`src/rtl/shift_deserializer_if.sv`:
```
// Bundle between the serial receive front end and its consumer.
// The consumer side (master) drives bit strobes and ready; the receiver (slave) drives words.
interface shift_deserializer_if #(
    parameter int SHIFT_WIDTH = 8
);
    localparam int CW = $clog2(SHIFT_WIDTH);

    logic                   sclr;
    logic                   enable;
    logic                   shiftin;
    logic                   data_ready;
    logic [SHIFT_WIDTH-1:0] q;
    logic [CW-1:0]          bit_count;
    logic [SHIFT_WIDTH-1:0] data_out;
    logic                   data_valid;
    logic                   overrun;

    modport master (
        output sclr, enable, shiftin, data_ready,
        input  q, bit_count, data_out, data_valid, overrun
    );

    modport slave (
        input  sclr, enable, shiftin, data_ready,
        output q, bit_count, data_out, data_valid, overrun
    );
endinterface

```
`src/rtl/shift_deserializer.sv`:
```
// Serial-to-parallel receiver: assembles SHIFT_WIDTH-bit words from enabled bits and
// offers each finished word in a one-entry holding register with a sticky overrun flag.
module shift_deserializer #(
    parameter int    SHIFT_WIDTH     = 8,
    parameter string SHIFT_DIRECTION = "LEFT"
) (
    input  logic                clock,
    input  logic                aclr_n,
    shift_deserializer_if.slave bus
);
    localparam int            W         = SHIFT_WIDTH;
    localparam int            CW        = $clog2(SHIFT_WIDTH);
    localparam bit            DIR_RIGHT = (SHIFT_DIRECTION == "RIGHT");
    localparam logic [CW-1:0] LAST_BIT  = CW'(SHIFT_WIDTH - 1);

    logic [W-1:0]  q_q, q_d;
    logic [CW-1:0] cnt_q, cnt_d;
    logic [W-1:0]  dout_q, dout_d;
    logic          valid_q, valid_d;
    logic          ovr_q, ovr_d;

    logic [W-1:0]  shifted;
    logic          word_done;
    logic          transfer;
    logic          slot_free;

    generate
        if (DIR_RIGHT) begin : g_right
            assign shifted = {bus.shiftin, q_q[W-1:1]};
        end else begin : g_left
            assign shifted = {q_q[W-2:0], bus.shiftin};
        end
    endgenerate

    // Handshake: a word moves to the consumer exactly on an edge where data_valid and
    // data_ready are both 1; data_out is frozen while valid and not yet taken.
    assign transfer  = valid_q & bus.data_ready;
    assign word_done = bus.enable & (cnt_q == LAST_BIT);
    assign slot_free = ~valid_q | bus.data_ready;

    always_comb begin
        q_d     = q_q;
        cnt_d   = cnt_q;
        dout_d  = dout_q;
        valid_d = valid_q;
        ovr_d   = ovr_q;
        if (bus.sclr) begin
            q_d     = '0;
            cnt_d   = '0;
            dout_d  = '0;
            valid_d = 1'b0;
            ovr_d   = 1'b0;
        end else begin
            if (transfer) begin
                valid_d = 1'b0;
            end
            if (bus.enable) begin
                q_d = shifted;
                // Explicit wrap so non-power-of-two widths never reach unused counts.
                if (cnt_q == LAST_BIT) begin
                    cnt_d = '0;
                end else begin
                    cnt_d = cnt_q + CW'(1);
                end
            end
            if (word_done) begin
                if (slot_free) begin
                    dout_d  = shifted;
                    valid_d = 1'b1;
                end else begin
                    ovr_d = 1'b1;
                end
            end
        end
    end

    always_ff @(posedge clock or negedge aclr_n) begin
        if (!aclr_n) begin
            q_q     <= '0;
            cnt_q   <= '0;
            dout_q  <= '0;
            valid_q <= 1'b0;
            ovr_q   <= 1'b0;
        end else begin
            q_q     <= q_d;
            cnt_q   <= cnt_d;
            dout_q  <= dout_d;
            valid_q <= valid_d;
            ovr_q   <= ovr_d;
        end
    end

    assign bus.q          = q_q;
    assign bus.bit_count  = cnt_q;
    assign bus.data_out   = dout_q;
    assign bus.data_valid = valid_q;
    assign bus.overrun    = ovr_q;
endmodule

```
`src/flat_wrapper.sv`:
```
// flat-port wrapper written by rule: the top's interface ports become plain ports
module shift_deserializer_flat 
#(
    parameter int    SHIFT_WIDTH     = 8,
    parameter string SHIFT_DIRECTION = "    "
)
  (clock, aclr_n, bus_sclr, bus_enable, bus_shiftin, bus_data_ready, bus_q, bus_bit_count, bus_data_out, bus_data_valid, bus_overrun);
  shift_deserializer_if #(.SHIFT_WIDTH(SHIFT_WIDTH)) bus_i ();
  input  logic clock;
  input  logic aclr_n;
  input wire logic [$bits(bus_i.sclr)-1:0] bus_sclr;
  input wire logic [$bits(bus_i.enable)-1:0] bus_enable;
  input wire logic [$bits(bus_i.shiftin)-1:0] bus_shiftin;
  input wire logic [$bits(bus_i.data_ready)-1:0] bus_data_ready;
  output wire logic [$bits(bus_i.q)-1:0] bus_q;
  output wire logic [$bits(bus_i.bit_count)-1:0] bus_bit_count;
  output wire logic [$bits(bus_i.data_out)-1:0] bus_data_out;
  output wire logic [$bits(bus_i.data_valid)-1:0] bus_data_valid;
  output wire logic [$bits(bus_i.overrun)-1:0] bus_overrun;
  assign bus_i.sclr = bus_sclr;
  assign bus_i.enable = bus_enable;
  assign bus_i.shiftin = bus_shiftin;
  assign bus_i.data_ready = bus_data_ready;
  assign bus_q = bus_i.q;
  assign bus_bit_count = bus_i.bit_count;
  assign bus_data_out = bus_i.data_out;
  assign bus_data_valid = bus_i.data_valid;
  assign bus_overrun = bus_i.overrun;
  shift_deserializer #(.SHIFT_WIDTH(SHIFT_WIDTH), .SHIFT_DIRECTION(SHIFT_DIRECTION)) u_core (.clock(clock), .aclr_n(aclr_n), .bus(bus_i));
endmodule
```
`config.mk`:
```
export PLATFORM = sky130hd
export DESIGN_NAME = shift_deserializer_flat
export DESIGN_NICKNAME = d
export VERILOG_FILES = /design/src/rtl/shift_deserializer_if.sv /design/src/rtl/shift_deserializer.sv /design/src/flat_wrapper.sv
export SDC_FILE = /design/constraint.sdc
export NUM_CORES = 1
export LEC_CHECK = 0
export ABC_AREA = 1
export CAP_MARGIN = 10
export CORE_MARGIN = 2
export CORE_UTILIZATION = 45
export CTS_BUF_LIST = sky130_fd_sc_hd__clkbuf_4 sky130_fd_sc_hd__clkbuf_8 sky130_fd_sc_hd__clkbuf_16
export CTS_CLUSTER_DIAMETER = 40
export CTS_CLUSTER_SIZE = 40
export DETAILED_ROUTE_END_ITERATION = 6
export GPL_TIMING_DRIVEN = 0
export PLACE_DENSITY = 0.77
export SYNTH_ARGS = -nofsm -noshare
export SYNTH_HDL_FRONTEND = slang
export SYNTH_SLANG_ARGS = --single-unit
export TNS_END_PERCENT = 20
```
`constraint.sdc`:
```
create_clock -name clock -period 1.36 [get_ports clock]
set_input_delay 0.204 -clock clock [delete_from_list [all_inputs] [get_ports clock]]
set_output_delay 0.204 -clock clock [all_outputs]
set_load 0.05 [all_outputs]
```
# Yosys cells after proc, flatten, opt, wreduce, memory -nomap -nowiden
# Index checks and enable logic that the tools add are counted.
# word_totals
regBits,21
in_bits,6
out_inout_bits,21
word_cells,32
# classes
add_sub_neg,1
eq_ne,2
muxes,15
bitwise,4
n_reduce_logical,5
# ops
cell,count
8-bit two-way mux,5
3-bit two-way mux,3
1-bit two-way mux,7
2-bit nonzero test,3
2-bit AND reduction,2
3-bit by 1-bit adder with 3-bit output (second input constant),1
3-bit equality test (second input constant),1
1-bit AND,2
2-bit inequality test (second input constant),1
1-bit inverter,1
1-bit bitwise OR,1

# Depth between registers and ports, before layout
# depth
word_depth,5
mapped_depth,7
ltp_nobuf,7

# Least setup slack after synthesis
# No wires, ideal clock.
# synth_path
path_type,register to register
startpoint,"reg u_core.cnt_q[0], in the netlist u_core.bus.bit_count[0]"
endpoint,"reg u_core.dout_q[0], in the netlist u_core.bus.data_out[0]"
setup_time_ps,119
t_arrival_ps,1372
required_ps,1241
slack_ps,-131
path_stages_with_launch,8
path_buffers,0
period_less_slack_ps,1491
cell_sequence,dfrtp_1 ha_1 ha_1 nand2_2 nand2_4 nand2_4 nand2_1 nand2_1
# synth_via
elab_chain_cells,4
# synth_rtl
item,line,text
from (decl),shift_deserializer.sv:17,"logic [CW-1:0] cnt_q, cnt_d;"
from (signal assigned),shift_deserializer.sv:86,cnt_q <= cnt_d;
3-bit equality test,shift_deserializer.sv:38,assign word_done = bus.enable & (cnt_q == LAST_BIT);
1-bit AND,shift_deserializer.sv:38,
2-bit nonzero test (no source line),--,
2-bit AND reduction (no source line),--,
to (signal assigned),shift_deserializer.sv:87,dout_q <= dout_d;
to (decl),shift_deserializer.sv:18,"logic [W-1:0] dout_q, dout_d;"
# Every way passes these cells.
# A chain may end at the register's enable or synchronous reset.

# Worst setup path in the final report
# layout_path
startpoint,"reg u_core.cnt_q[2], in the netlist u_core.bus.bit_count[2]"
endpoint,out bus_bit_count[2]
# layout_lines
item,line,text
to (decl),flat_wrapper.sv:16,output wire logic [$bits(bus_i.bit_count)-1:0] bus_bit_count;
# No word-level cell between the ends.

==> metrics.md <==
| Metric | Value |
|---|---|
| Placement Cell Area | 1220 um2 |
| Detail Placement HPWL | ~1400 um |
| Max Cap Viol | 0 |
| Critical Path Sink | bus_bit_count[2] |
| Critical path fanouts, max | 3 |
| Power Density | slightly below 900 nW/um2 |
| Post-route cell area | around 1300 um2 |
| Setup Skew | 0.00564 ns |
| CTS tree | yes |
| Delay of the slowest cell on the worst path | a little over 0.4 ns |
| Most common cell after layout, fill and taps aside | nand2_1 |
| Via count | roughly 730 |
| Met1 Use GR | around 22% |
| Synth Area in Compound Gates | around 4.9% |
| Cell variety after synth | 15 |
| Pre-CTS setup slack | -0.0971 ns |
| Die area | ~2400 um2 |
| CP max stage cell | dfrtp_1 |
| R2r worst-path depth | 7 |
| Cell Rows | 16 |
| GR Overflow Total | 0 |
| Critical path depth in cells | 1 |
| CP required | roughly 1.2 ns |
| Cell Area, Synth | between 900 and 1000 um2 |
| Count of state elements after synthesis | 21 |
| DRC errors left | 0 |
| Nets | between 100 and 150 |
| Clock transition at the registers of the reported paths | approximately 0.12 ns |
| First-pass GRT wire length | approximately 3200 um |
| Ant diodes | 0 |
| Most frequent cells in the layout | nand2_1, clkdlybuf4s15_2, dfrtp_1, nand3_1 |
| Leak | 0.602 nW |
| Critical Path Start | u_core.bus.bit_count[2] |
| Initial antenna violation count | 0 |
| Initial Util | between 40% and 50% |
| Final Wtd Congestion | ~0.82 |
| H-tree levels | 1 |
| Syn nets | 110 |
| Total GRT Usage | between 15 and 20% |
| Peak supply drop | 0.000869 V |
| Buf/Inv on CP | 1 |
| Critical path capture point type | output pin |
| Setup bufs post-CTS | 0 |
| Critical Path AT | approximately 1.1 ns |
| Final WL | ~1800 um |
| Vias in the first global route | 721 |
| Port buffer count | 26 |
| Layout cells sized above 1 | roughly 29% |
| Worst-margin pin slew | 0.907 ns |
| Simple-gate share of the synthesized area | between 20% and 30% |
| Top Usage Layer GRT | met2 |
| CTS Sinks | 21 |
| Shortest period the worst path allows | roughly 1.3 ns |
| DR pass1 iterations | 4 |
| Adder-Cell Fraction of Synth Area | ~2.7% |
| Core area | 1940 um2 |
| Die height | around 50 um |
| Worst-skew pair later-pin latency | roughly 0.30 ns |
| Sequence of cells on the critical path | clkdlybuf4s15_2 |
| Xor/xnor share of the synthesized area | less than 1% |
| Largest delay contributor family on the critical path | flip-flops |
| Cell count after synthesis | 102 |
| Mux contribution to synthesized area | 0% |
| Iteration-0 DRC Markers | 17 |
| Slew HR | about two fifths |
| Routed Antenna Nets | 0 |
| Status | complete, no violations |
| Setup ws final | roughly 0.064 ns |
| CTS Buf Count | 3 |
| Final hold vios | 0 |
| RR Endpoint | u_core.bus.data_out[3] |
| Routed length per instance | 11.4 um |
| Seq/Total Area, Yosys | 57.2% |
| Avg Inst Size Synth | between 9 and 10 um2 |
| Flop-to-flop setup slack | roughly 0.07 ns |
| RSZ-0062 raised after global routing | yes |
| Met3 Use GR | 3.07% |
| Die Wd | 49.2 um |
| Root Driver | clkbuf_4 |
| Final Cycle Share | a little over nine tenths |
| Fmax | 0.771 GHz |
| Max Slew Vio Count | 0 |
| I/O Pins | 27 |
| Hold-fix buffers, CTS | 0 |
| Final core utilization | around two thirds |
| Worst Setup Start Kind | flop |
| # setup viols final | 0 |
| Syn-to-layout area delta | 37.7% |
| Worst Hold Class | input pin to async pin |
| Worst R2R Start | u_core.bus.bit_count[0] |
| Yosys warnings | 0 |
| Clk buf depth | 2 |
| Main combinational cell family by area after synthesis | simple AND/OR/NAND/NOR gates |
| Crit Path Category | flop to output pin |
| Largest net degree at the start of global routing | 22 |
| Tot Pwr | between 1 and 1.5 mW |
| Vias/cell | roughly 4.6 |
| FILL cells | between 150 and 200 |
| M2 GR Usage | between 30% and 40% |
-- worst min-delay path by stage --
stage | from | end | slack (ns) | cells past startpoint
detailed placement | u_core.bus.data_out[6] | u_core.bus.data_out[6] | 0.46 | 2
CTS | aclr_n | u_core.bus.q[3] | 0.43 | 1
global route | aclr_n | u_core.bus.q[3] | 0.50 | 1
floorplan | aclr_n | u_core.bus.bit_count[0] | -0.09 | 0
finish | aclr_n | u_core.bus.data_out[2] | 0.40 | 1
global placement | u_core.bus.data_out[7] | u_core.bus.data_out[7] | 0.45 | 2
-- cells in the mapped netlist --
cell type	n	area, um2
nand2_4	2	22.5
nand3_1	10	50.1
dfrtp_1	21	526
xnor2_1	1	8.76
nand3_2	1	10.0
o21ai_0	1	5.00
buf_4	3	22.5
inv_1	9	33.8
nand2_2	1	6.26
nor2_4	1	11.3
ha_1	2	25.0
nor2_1	9	33.8
nand2_1	31	116
o21ai_1	8	40.0
inv_2	2	7.51
-- what timing repair did --
item / in CTS / in global routing
gates resized for setup: 62 / 1
hold endpoints to repair: 0 / 0
setup endpoints to repair: 21 / 3
pin swaps: 0 / 1
-- layer usage --
metal,wire (um),up-vias
met5,0,-
met4,14,0
met3,61,2
met2,890,14
met1,844,337
li1,-,379
-- power breakdown --
group	leakage [nW]	internal (mW)	switching (mW)	total (mW)
clock network	0.0177	0.110	0.187	0.297
registers	0.286	0.642	0.0113	0.653
logic	0.298	0.0563	0.124	0.180
-- cell type report --
class	instances	area (um2)	share of cell area, %
multi-input cells	67	332	26.2
plain buffers	3	22.5	1.78
well taps	27	33.8	2.67
repair buffers	26	280	22.2
clock buffers	3	22.5	1.78
inverters	11	41.3	3.26
clock inverters	1	5.00	0.396
flip-flops and latches	21	528	41.7
-- through the flow --
step	hold WS, ns	std cells	TNS (ns)
after floorplan	-0.0916	102	0
after global placement	0.454	155	-0.0928
after detailed placement	0.459	155	-0.751
after CTS	0.431	159	-0.0350
after global routing	0.498	159	-0.0000503
final	0.400	159	0
-- logic make-up (layout without fill, tap and decap cells) --
family,count (synthesis),after routing
AOI/OAI and AO/OA,9,9
xor gates and xnor gates,1,1
adders and majority gates,2,2
buffers and inverters,14,44
DFF,21,21
and+or+nand+nor,55,55
-- state kept, by name, summed over array words and instances, names as in the netlist --
name / cells
u_core.bus.bit_count: 3
u_core.bus.data_out: 8
u_core.bus.data_valid: 1
u_core.bus.overrun: 1
u_core.bus.q: 8
Note: power is estimated with default switching activity, not from simulation.
